`src/rtl/onebit_pred_pair.sv`:
```
// Two-entry 1-bit branch predictor bank (A = addr 3'b001, B = addr 3'b010) with saturating stats and thrash flags.
// Optional macro HYSTERESIS_EN: a mispredict only flips the bit if the previous update also mispredicted.
module onebit_pred_entry #(
    parameter int CNT_W      = 8,
    parameter int THRASH_LIM = 3,
    parameter bit RESET_PRED = 1'b0
) (
    input  logic             clk,
    input  logic             rst,
    input  logic             upd,
    input  logic             ot,
    input  logic             miss,
    output logic             pred,
    output logic [CNT_W-1:0] brcnt,
    output logic [CNT_W-1:0] misscnt,
    output logic             thrash
);
    localparam logic [3:0] LIM = 4'(THRASH_LIM);

    logic [3:0] streak;
    logic [3:0] streak_nxt;
`ifdef HYSTERESIS_EN
    logic pending;
`endif

    // Streak saturates at 15 so a long run never wraps back under the limit.
    always_comb begin
        streak_nxt = 4'd0;
        if (miss)
            streak_nxt = (streak == 4'hf) ? streak : streak + 4'd1;
    end

    always_ff @(posedge clk) begin
        if (rst) begin
            pred    <= RESET_PRED;
            brcnt   <= '0;
            misscnt <= '0;
            streak  <= 4'd0;
            thrash  <= 1'b0;
`ifdef HYSTERESIS_EN
            pending <= 1'b0;
`endif
        end else if (upd) begin
            if (brcnt != '1)
                brcnt <= brcnt + 1'b1;
            streak <= streak_nxt;
            thrash <= (streak_nxt >= LIM);
            if (miss) begin
                if (misscnt != '1)
                    misscnt <= misscnt + 1'b1;
`ifdef HYSTERESIS_EN
                if (pending) begin
                    pred    <= ot;
                    pending <= 1'b0;
                end else begin
                    pending <= 1'b1;
                end
`else
                pred <= ot;
`endif
            end
`ifdef HYSTERESIS_EN
            else begin
                pending <= 1'b0;
            end
`endif
        end
    end
endmodule

module onebit_pred_pair #(
    parameter int CNT_W      = 8,
    parameter int THRASH_LIM = 3,
    parameter bit RESET_PRED = 1'b0
) (
    input  logic             clk,
    input  logic             rst,
    input  logic             upd_valid,
    input  logic [2:0]       upd_addr,
    input  logic             otA,
    input  logic             missA,
    input  logic             otB,
    input  logic             missB,
    input  logic [2:0]       pred_addr,
    output logic             pred,
    output logic             predA,
    output logic             predB,
    output logic [CNT_W-1:0] brcntA,
    output logic [CNT_W-1:0] brcntB,
    output logic [CNT_W-1:0] misscntA,
    output logic [CNT_W-1:0] misscntB,
    output logic             thrashA,
    output logic             thrashB,
    output logic             bad_addr
);
    localparam int NUM_ENT = 2;

    logic [NUM_ENT-1:0]            upd;
    logic [NUM_ENT-1:0]            ot;
    logic [NUM_ENT-1:0]            miss;
    logic [NUM_ENT-1:0]            pbit;
    logic [NUM_ENT-1:0]            thr;
    logic [NUM_ENT-1:0][CNT_W-1:0] br;
    logic [NUM_ENT-1:0][CNT_W-1:0] mc;

    assign upd  = {upd_valid && (upd_addr == 3'b010), upd_valid && (upd_addr == 3'b001)};
    assign ot   = {otB, otA};
    assign miss = {missB, missA};

    for (genvar i = 0; i < NUM_ENT; i++) begin : g_ent
        onebit_pred_entry #(
            .CNT_W      (CNT_W),
            .THRASH_LIM (THRASH_LIM),
            .RESET_PRED (RESET_PRED)
        ) u_ent (
            .clk     (clk),
            .rst     (rst),
            .upd     (upd[i]),
            .ot      (ot[i]),
            .miss    (miss[i]),
            .pred    (pbit[i]),
            .brcnt   (br[i]),
            .misscnt (mc[i]),
            .thrash  (thr[i])
        );
    end

    assign predA    = pbit[0];
    assign predB    = pbit[1];
    assign brcntA   = br[0];
    assign brcntB   = br[1];
    assign misscntA = mc[0];
    assign misscntB = mc[1];
    assign thrashA  = thr[0];
    assign thrashB  = thr[1];

    // Lookup reads stored state only; an update in flight is not forwarded.
    always_comb begin
        pred = 1'b0;
        case (pred_addr)
            3'b001:  pred = pbit[0];
            3'b010:  pred = pbit[1];
            default: pred = 1'b0;
        endcase
    end

    always_ff @(posedge clk) begin
        if (rst)
            bad_addr <= 1'b0;
        else
            bad_addr <= upd_valid && (upd_addr != 3'b001) && (upd_addr != 3'b010);
    end
endmodule
```
`config.mk`:
```
export PLATFORM = sky130hd
export DESIGN_NAME = onebit_pred_pair
export DESIGN_NICKNAME = d
export VERILOG_FILES = /design/src/rtl/onebit_pred_pair.sv
export SDC_FILE = /design/constraint.sdc
export NUM_CORES = 1
export LEC_CHECK = 0
export ABC_AREA = 1
export CAP_MARGIN = 20
export CORE_MARGIN = 4
export CORE_UTILIZATION = 40
export DETAILED_ROUTE_END_ITERATION = 10
export GPL_ROUTABILITY_DRIVEN = 0
export PLACE_DENSITY_LB_ADDON = 0.05
export SYNTH_ARGS = -nofsm -noshare
export SYNTH_HDL_FRONTEND = slang
export SYNTH_SLANG_ARGS = --single-unit
```
`constraint.sdc`:
```
create_clock -name clk -period 2.6 [get_ports clk]
set_clock_uncertainty 0.1 [all_clocks]
set_input_delay 0.39 -clock clk [delete_from_list [all_inputs] [get_ports clk]]
set_output_delay 0.39 -clock clk [all_outputs]
set_load 0.02 [all_outputs]
```
==> After elaboration in Yosys (flattened, before gate mapping) <==
Index checks and enable logic that the tools add are counted.
{ "totals": {"ram_bits": 0, "memories": 0, "romBits": 0, "latchBits": 0, "word_cells": 46, "in_bits": 13, "ff_bits": 45} }
{ "op_classes": {"div": 0, "n_eq_ne": 12, "reduce_logical": 10, "n_bitwise": 0, "muxes": 5, "n_addsub": 6, "shift": 0, "magnitude_cmp": 2, "multipliers": 0} }
{ "ops": {"columns": ["cell", "n"], "rows": [
  ["adder 8 x 1 -> 8 bit, second input constant", 4],
  ["inequality test 8 bit, second input constant", 4],
  ["2-to-1 mux 4 bit", 4],
  ["adder 4 x 1 -> 4 bit, second input constant", 2],
  ["== test 4 bit, second input constant", 2],
  [">= comparator 4 x 2 -> 1 bit, second input constant", 2],
  ["AND reduction 2 bit", 4],
  ["== test 3 x 1 -> 1 bit, second input constant", 2],
  ["== test 3 x 2 -> 1 bit, second input constant", 2],
  ["AND reduction 3 bit", 2],
  ["logical AND 1 bit", 4],
  ["inequality test 3 x 1 -> 1 bit, second input constant", 1],
  ["inequality test 3 x 2 -> 1 bit, second input constant", 1],
  ["case mux 1 bit (2 select lines)", 1]
]} }

==> Depth between registers and ports, before layout <==
Gate-level depths: netlist (run 1).
{ "logic_depth": {"word_depth": 4, "ltp_mapped": 9} }

==> By module <==
Synthesis (run 1) repeated with hierarchy kept, for this count alone.
{ "unflattened": {"cells_unflattened": 354, "hier_area_um2": 2389.8} }
{ "modules_own_cells": {"columns": ["module", "n_inst", "cells_per_inst", "seq_area_each_um2", "area_each_um2"], "rows": [
  ["onebit_pred_entry", 2, 168, 440.4, 1149.9],
  ["onebit_pred_pair", 1, 18, 20.0, 90.1]
]} }

==> Worst setup path after synthesis (run 1) <==
No wires, ideal clock.
{ "synth_path": {"path_type": "register to output", "startpoint": "reg g_ent[0].u_ent.pred", "endpoint": "out pred", "path_slack_ns": 0.994, "stages_incl_launch_ff": 4, "t_required_ns": 2.110, "arrival_ns": 1.116, "path_cell_list": "dfxtp_1 inv_1 o21a_1 nor3_1"} }
{ "synth_between": {"elab_chain_len": 1} }
{ "synth_lines": {"columns": ["item", "line", "text"], "rows": [
  ["start: declaration", "13", "output logic pred,"],
  ["start signal: assignment", "59", "pred <= ot;"],
  ["case mux 1 bit (2 select lines)", "140", "case (pred_addr)"],
  ["end: declaration", "85", "output logic pred,"]
]} }
Every way passes these cells.

==> Worst setup path in the final report (run 1) <==
{ "layout_path": {"startpoint": "in pred_addr[1]", "endpoint": "out pred"} }
{ "layout_between": {"elab_chain_len": 2, "elab_cells_between_ends": 3, "cone_classes": "2 x eq/ne; 1 x mux"} }
{ "layout_lines": {"columns": ["item", "line", "text"], "rows": [
  ["start: declaration", "84", "input logic [2:0] pred_addr,"],
  ["== test 3 x 2 -> 1 bit or == test 3 x 1 -> 1 bit (tied branches)", "140", null],
  ["case mux 1 bit (2 select lines) *", "140", null]
]} }
Mark *: on every way between the ends. The rest lies on a longest branch, timed or not.

==> results of run 1 <==
-- sequential cells by signal (all words and copies together) (netlist names) --
name and cells:
bad_addr 1, g_ent.u_ent.brcnt 16, g_ent.u_ent.misscnt 16, g_ent.u_ent.pred 2, g_ent.u_ent.streak 8, g_ent.u_ent.thrash 2
-- stage by stage --
stage / setup WS [ps] / utilization / total power (uW) / hold slack [ps] / std cells
6_report: 182 / 0.526 / 1230 / 384 / 498
5_1_grt: 95.3 / 0.526 / 1290 / 404 / 498
4_1_cts: 144 / 0.526 / 1260 / 393 / 498
3_5_place_dp: 165 / 0.511 / 817 / 384 / 491
3_3_place_gp: 132 / 0.511 / 816 / 377 / 491
2_1_floorplan: 994 / - / 769 / 385 / 370
-- worst paths after layout --
path	end	startpoint	cells after the start
max	pred	pred_addr[1]	4
min	g_ent[1].u_ent.pred	g_ent[1].u_ent.pred	2
max reg2reg	g_ent[0].u_ent.brcnt[7]	g_ent[0].u_ent.brcnt[0]	8
min reg2reg	g_ent[1].u_ent.pred	g_ent[1].u_ent.pred	2
-- logic make-up (layout without fill, tap and decap cells) --
group	Yosys count	after routing	share of synthesized area
buf+inv	54	107	0.0868
simple gates	198	198	0.354
xor+xnor	14	14	0.0500
flops	45	45	0.368
fa+ha+maj	6	6	0.0306
compound gates	53	53	0.111
-- worst min-delay path: cells and delay by family (launching register included) --
family           cells  cell delay, ps
AND/OR/NAND/NOR      1              60
AO/OA/AOI/OAI        1              50
flip-flops           1             330
-- final cells by class --
| type | count | area (um2) |
|---|---|---|
| Clock buffer | 7 | 86.3 |
| Fill cell | 625 | 2810 |
| Inverter | 49 | 186 |
| Multi-Input combinational cell | 271 | 1340 |
| Sequential cell | 45 | 901 |
| Tap cell | 75 | 93.8 |
| Timing Repair Buffer | 51 | 508 |
-- power by group --
group | switching, uW | leakage, uW | internal (uW)
Combinational | 54.6 | 0.000886 | 40.9
Sequential | 7.85 | 0.000363 | 696
Clock | 223 | 0.0000443 | 211
-- metal layers --
layer | vias to the layer above | part of all wire | GRT usage
met5 | - | 0 | 0
met4 | 0 | 0.0091 | 0.0397
met3 | 7 | 0.041 | 0.0314
met2 | 39 | 0.45 | 0.256
met1 | 1048 | 0.50 | 0.221
li1 | 1281 | - | -
-- cells in the final DEF (no fill, tap or decap), types with 2 or more instances in the layout --
cell / instances
nand2_1: 106
o21ai_0: 13
inv_1: 45
a21oi_1: 37
nand3_2: 2
nor2_2: 2
dfxtp_1: 45
clkbuf_8: 6
nand3_1: 28
xnor2_1: 6
ha_1: 6
nor3_1: 2
nand2_2: 3
clkdlybuf4s50_1: 50
nor2_4: 2
nor2_1: 41
xor2_1: 8
inv_2: 3
nand4_1: 9
==> run summary, run 1 <==
Worst Path Max Fanout: 2
sequential area share after synthesis: 0.368
vias per cell: 4.77
CTS H-tree depth: 2
vias in the first global route: 2197
Starting Density: 0.414
Final Hold Vio Count: 0
DRC Markers: 0
ys flop type: dfxtp_1
slowest CP cell: clkdlybuf4s50_1
Clock Tree Root: clkbuf_8
maximum VDD drop: 0.000166 V
cell area after synthesis: 2450 um2
ranking of synthesized cells by area: dfxtp_1, nand2_1, a21oi_1
CP bufs+invs: 2
dpl cell area: 3030 um2
Post-Syn Nets: 389
first-pass GRT wire length: 9.76 mm
Setup Buffers After CTS: 0
max-slew violations: 0
crit-path cells: clkdlybuf4s50_1, o21a_1, nor3_1, clkdlybuf4s50_1
I/O Pins: 51
Leak: 0.00129 uW
total congestion overflow: 0
share of layout cells above drive strength 1: 0.0544
P per Cell Area: 396 nW/um2
Crit path arrival time: 1930 ps
Post-DP HPWL: 4.05 mm
crit-path most repeated cell: clkdlybuf4s50_1
critical path class: input pin to output port
Die X: 86.3 um
Design Area, Final: 3110 um2
Mean Syn Cell Area: 6.62 um2
largest net degree at the start of global routing: 29
routed wire length: 5.60 mm
TritonCTS Buffers: 5
achievable frequency: 0.414 GHz
Final min period: 2420 ps
Bufs on Longest Clock Path: 2
WL/cell: 11.2 um
Warnings, synthesis: 0
synthesis-to-layout area growth: 27.0%
count leader, synth: nand2_1
Seq cells post-synth: 45
area leader, netlist: dfxtp_1
initial antenna violation count: 0
required time of the critical path: 2110 ps
Least-Margin Pin Slew: 542 ps
delay-heaviest family, CP: buffers and inverters
1st-iter DRT viols: 90
Post-synth top cells: nand2_1, dfxtp_1, inv_1
CTS clock-pin slew for the worst setup and hold paths: 80 ps
hold buffer count at cts: 0
n_diodes: 0
clock sinks: 45
CTS tree: built
Layout Nets: 442
cell row count: 28
Async S/R FF share, synth: 0
Global Route Usage Sum: 0.160
Post-CTS Resized: 0
worst skew pair latency: 290 ps
Hold WC Path Type: register to register
vias: 2375
drt pass-1 iters: 4
fin crit share: 0.930
CP startpoint kind: input pin
max-cap violations: 0
Yosys top cell area share: 0.368
number of port buffers: 50
unrepaired setup endpoints after global routing: false
Setup Viol. Count Final: 0
crit-path max cell delay: 680 ps
die area: 7440 um2
Worst setup EP type: output port
DRT antenna net count: 0
R2R setup slack: 960 ps
total negative setup slack: 0 ps
Rel. slew slack: 0.638
status: finished, final reports clean
die height: 86.3 um
core area: 5920 um2
EDFF count, synth: 0
cells after synthesis: 370
synth unique cells: 27
No activity file was read; power rests on OpenSTA's default activity.
==> inputs of run 2 (changes only) <==
--- a/config.mk
+++ b/config.mk
@@ -7,7 +7,7 @@
 export LEC_CHECK = 0
 export ABC_AREA = 1
 export CAP_MARGIN = 20
-export CORE_MARGIN = 4
+export CORE_MARGIN = 1
 export CORE_UTILIZATION = 40
 export DETAILED_ROUTE_END_ITERATION = 10
 export GPL_ROUTABILITY_DRIVEN = 0
==> run summary, run 2 (synthesis results as in run 1) <==
status: finished, final reports clean
R2R setup slack: 980 ps
Fill cells: 608
crit-path max cell delay: 670 ps
cell row count: 28
Post-CTS Resized: 0
max-slew violations: 0
CP startpoint kind: input pin
1st-iter DRT viols: 120
commonest non-fill, non-tap cells in the layout: nand2_1, clkdlybuf4s50_1, inv_1, dfxtp_1, nor2_1
Starting Density: 0.414
Crit path arrival time: 1910 ps
unrepaired setup endpoints after global routing: false
number of port buffers: 50
largest net degree at the start of global routing: 29
delay-heaviest family, CP: buffers and inverters
Leak: 0.00130 uW
Setup Buffers After CTS: 0
max-cap violations: 0
crit-path cells: clkdlybuf4s50_1, o21a_1, nor3_1, clkdlybuf4s50_1
pre-CTS setup slack: 183 ps
worst skew pair latency: 300 ps
required time of the critical path: 2110 ps
die height: 80.3 um
CP bufs+invs: 2
routed wire length: 5.41 mm
Global Route Usage Sum: 0.187
flip-flop and latch area: 901 um2
total negative setup slack: 0 ps
Setup Viol. Count Final: 0
drt pass-1 iters: 6
Most Crowded Layer GR: met2
die area: 6440 um2
CTS tree: built
Rel. slew slack: 0.639
Worst Path Max Fanout: 2
n_diodes: 0
vias per cell: 4.71
core area: 5920 um2
Final WS setup: 201 ps
WL/cell: 10.8 um
synthesis-to-layout area growth: 27.6%
share of layout cells above drive strength 1: 0.0590
initial antenna violation count: 0
CTS clock-pin slew for the worst setup and hold paths: 80 ps
Final Hold Vio Count: 0
Hold WC Path Type: register to register
Pwr Total: 1270 uW
commonest non-fill, non-tap cell in the layout: nand2_1
Bufs on Longest Clock Path: 2
I/O Pins: 51
P per Cell Area: 408 nW/um2
maximum VDD drop: 0.000263 V
met3 Track Usage GR: 0.0341
vias in the first global route: 2051
slowest CP cell: clkdlybuf4s50_1
Worst setup EP type: output port
met1 Use GR: 0.254
critical path class: input pin to output port
M2 GR Usage: 0.297
crit-path most repeated cell: clkdlybuf4s50_1
vias: 2350
area of the multi-input gates: 1340 um2
Die X: 80.3 um
clock sinks: 45
largest registers: g_ent.u_ent.brcnt: 16 flops, g_ent.u_ent.misscnt: 16 flops, g_ent.u_ent.streak: 8 flops
first-pass GRT wire length: 9.50 mm
DRC Markers: 0
achievable frequency: 0.417 GHz
Post-DP HPWL: 3.90 mm
total congestion overflow: 0
TritonCTS Buffers: 5
DRT antenna net count: 0
Clock Tree Root: clkbuf_8
Layout Nets: 442
fin crit share: 0.923
Final min period: 2400 ps
Least-Margin Pin Slew: 540 ps
hold buffer count at cts: 0
CTS H-tree depth: 2
-- run 2: final cells by class --
class,instances,area share
Clock buffer,7,0.0308
Clock inverter,1,0.00160
Inverter,49,0.0596
Multi-Input combinational cell,271,0.428
Sequential cell,45,0.288
Tap cell,75,0.0300
Timing Repair Buffer,51,0.162
-- run 2: worst min-delay path: stages, from the launching register on --
cell and delay (ps):
dfxtp_1 330, nand2_1 60, a21oi_1 50
-- run 2: worst paths after layout --
kind,end,start,cells after the start
worst max-delay path,pred,pred_addr[1],4
worst min-delay path,g_ent[1].u_ent.pred,g_ent[1].u_ent.pred,2
worst max register to register,g_ent[0].u_ent.misscnt[2],g_ent[0].u_ent.misscnt[0],8
worst min register to register,g_ent[1].u_ent.pred,g_ent[1].u_ent.pred,2
-- run 2: power by group --
part	internal, uW	switching (uW)
logic	40.8	54.3
registers	696	7.53
clock network	240	235
total	978	297
-- run 2: per-layer routing --
layer  vias up  share of wire  wire, um
met5         -              0         0
met4         0          0.011        61
met3         5          0.029       155
met2        32           0.45      2450
met1      1030           0.51      2740
li1       1283              -         -
-- run 2: per-stage QoR --
step,hold slack [ps],util,instance area [um2],instances
4_1_cts,393,0.528,3130,499
5_1_grt,418,0.528,3130,499
3_3_place_gp,376,0.511,3030,491
3_5_place_dp,381,0.511,3030,491
2_1_floorplan,385,-,2450,370
6_report,385,0.528,3130,499
==> inputs of run 3 (changes only) <==
--- a/config.mk
+++ b/config.mk
@@ -7,10 +7,10 @@
 export LEC_CHECK = 0
 export ABC_AREA = 1
 export CAP_MARGIN = 20
-export CORE_MARGIN = 1
+export CORE_MARGIN = 3
 export CORE_UTILIZATION = 40
+export CTS_CLUSTER_SIZE = 20
 export DETAILED_ROUTE_END_ITERATION = 10
-export GPL_ROUTABILITY_DRIVEN = 0
 export PLACE_DENSITY_LB_ADDON = 0.05
 export SYNTH_ARGS = -nofsm -noshare
 export SYNTH_HDL_FRONTEND = slang
==> run summary, run 3 (synthesis results as in run 1) <==
Top Metal Used: met4
CP bufs+invs: 2
DRC Markers: 0
max-cap violations: 0
Global Route Usage Sum: 0.160
Final Hold Vio Count: 0
DRT antenna net count: 0
crit-path cells: clkdlybuf4s50_1, o21a_1, nor3_1, clkdlybuf4s50_1
Layout Nets: 442
Clock Tree Root: clkbuf_8
Final min period: 2310 ps
n_diodes: 0
Setup Buffers After CTS: 0
wire length on met2: 2.41 mm
Design Area, Final: 3110 um2
status: finished, final reports clean
cell row count: 27
TritonCTS Buffers: 5
crit-path most repeated cell: clkdlybuf4s50_1
Hold Slack: 393 ps
Hold WC Path Type: register to register
achievable frequency: 0.433 GHz
I/O Pins: 51
P per Cell Area: 394 nW/um2
placed instance count: 488
CP startpoint kind: input pin
initial antenna violation count: 0
Worst setup EP type: output port
commonest non-fill, non-tap cells in the layout: nand2_1, clkdlybuf4s50_1, inv_1, dfxtp_1, nor2_1
share of layout cells above drive strength 1: 0.0542
dpl cell area: 3020 um2
die area: 7100 um2
first-pass GRT wire length: 9.63 mm
M1 wire length: 2.81 mm
Post-CTS Resized: 0
clock sinks: 45
Starting Density: 0.429
largest registers: g_ent.u_ent.brcnt: 16 flops, g_ent.u_ent.misscnt: 16 flops, g_ent.u_ent.streak: 8 flops
gpl congestion: 0.843
Die X: 84.3 um
Worst Path Max Fanout: 2
total congestion overflow: 0
Post-DP HPWL: 3.97 mm
hold path cells: 2
1st-iter DRT viols: 108
HP Start: g_ent[0].u_ent.pred
delay-heaviest family, CP: buffers and inverters
vias in the first global route: 2141
reg2reg start: g_ent[1].u_ent.brcnt[0]
commonest non-fill, non-tap cell in the layout: nand2_1
Bufs on Longest Clock Path: 2
required time of the critical path: 2110 ps
hold buffer count at cts: 0
vias: 2382
slowest CP cell: clkdlybuf4s50_1
core area: 5710 um2
Setup Viol. Count Final: 0
Least-Margin Pin Slew: 557 ps
CP Launch Point: pred_addr[1]
worst skew pair latency: 300 ps
final non-filler cell total: 496
maximum VDD drop: 0.000249 V
WL/cell: 11.1 um
fin crit share: 0.887
Crit path arrival time: 1820 ps
Met3 Wirelength: 195 um
reg2reg path depth: 8
Rel. slew slack: 0.628
unrepaired setup endpoints after global routing: false
largest net degree at the start of global routing: 29
die height: 84.3 um
CTS H-tree depth: 2
synthesis-to-layout area growth: 26.7%
crit-path max cell delay: 630 ps
Leak: 0.00129 uW
total negative setup slack: 0 ps
critical path class: input pin to output port
routed wire length: 5.49 mm
max-slew violations: 0
vias per cell: 4.80
CTS tree: built
number of port buffers: 50
CTS clock-pin slew for the worst setup and hold paths: 80 ps
end point of the worst hold path: g_ent[0].u_ent.pred
drt pass-1 iters: 4
R2R setup slack: 1000 ps
R2R Path End: g_ent[1].u_ent.brcnt[7]
## run 3: metrics by stage
step                      utilization  total power [uW]  worst slack [ps]
final                           0.544              1220               293
after global routing            0.544              1270               182
after CTS                       0.544              1240               276
after detailed placement        0.529               816               290
after global placement          0.529               816               284
after floorplan                     -               769               994
## run 3: area by class of cell
cell class	count	area [um2]
clock buffer	7	76.3
clock inverter	1	7.51
inverter	49	186
sequential	45	901
timing repair buffer	51	508
fill	595	2600
multi-input combinational	271	1340
tap	72	90.1
## run 3: worst max-delay path by stage
| stage | to | slack [ps] | cells past startpoint |
|---|---|---|---|
| after floorplan | pred | 990 | 3 |
| after global placement | pred | 280 | 4 |
| after detailed placement | pred | 290 | 4 |
| after CTS | pred | 280 | 4 |
| after global routing | pred | 180 | 4 |
| final | pred | 290 | 4 |
## run 3: power by group
part / internal [uW] / total [uW] / switching [uW]
combinational: 40.8 / 94.8 / 54.0
sequential: 696 / 704 / 7.95
clock: 190 / 426 / 235
## run 3: tightest hold or removal path: cells and delay by family (launching register included)
family | cells | cell delay [ps]
flip-flops | 1 | 320
buffers and inverters | 1 | 70
AO/OA/AOI/OAI | 1 | 60
## run 3: metal layers
layer,track usage,vias up
met3,0.0324,8
li1,-,1286
met5,0,-
met1,0.218,1056
met4,0.0482,0
met2,0.257,32
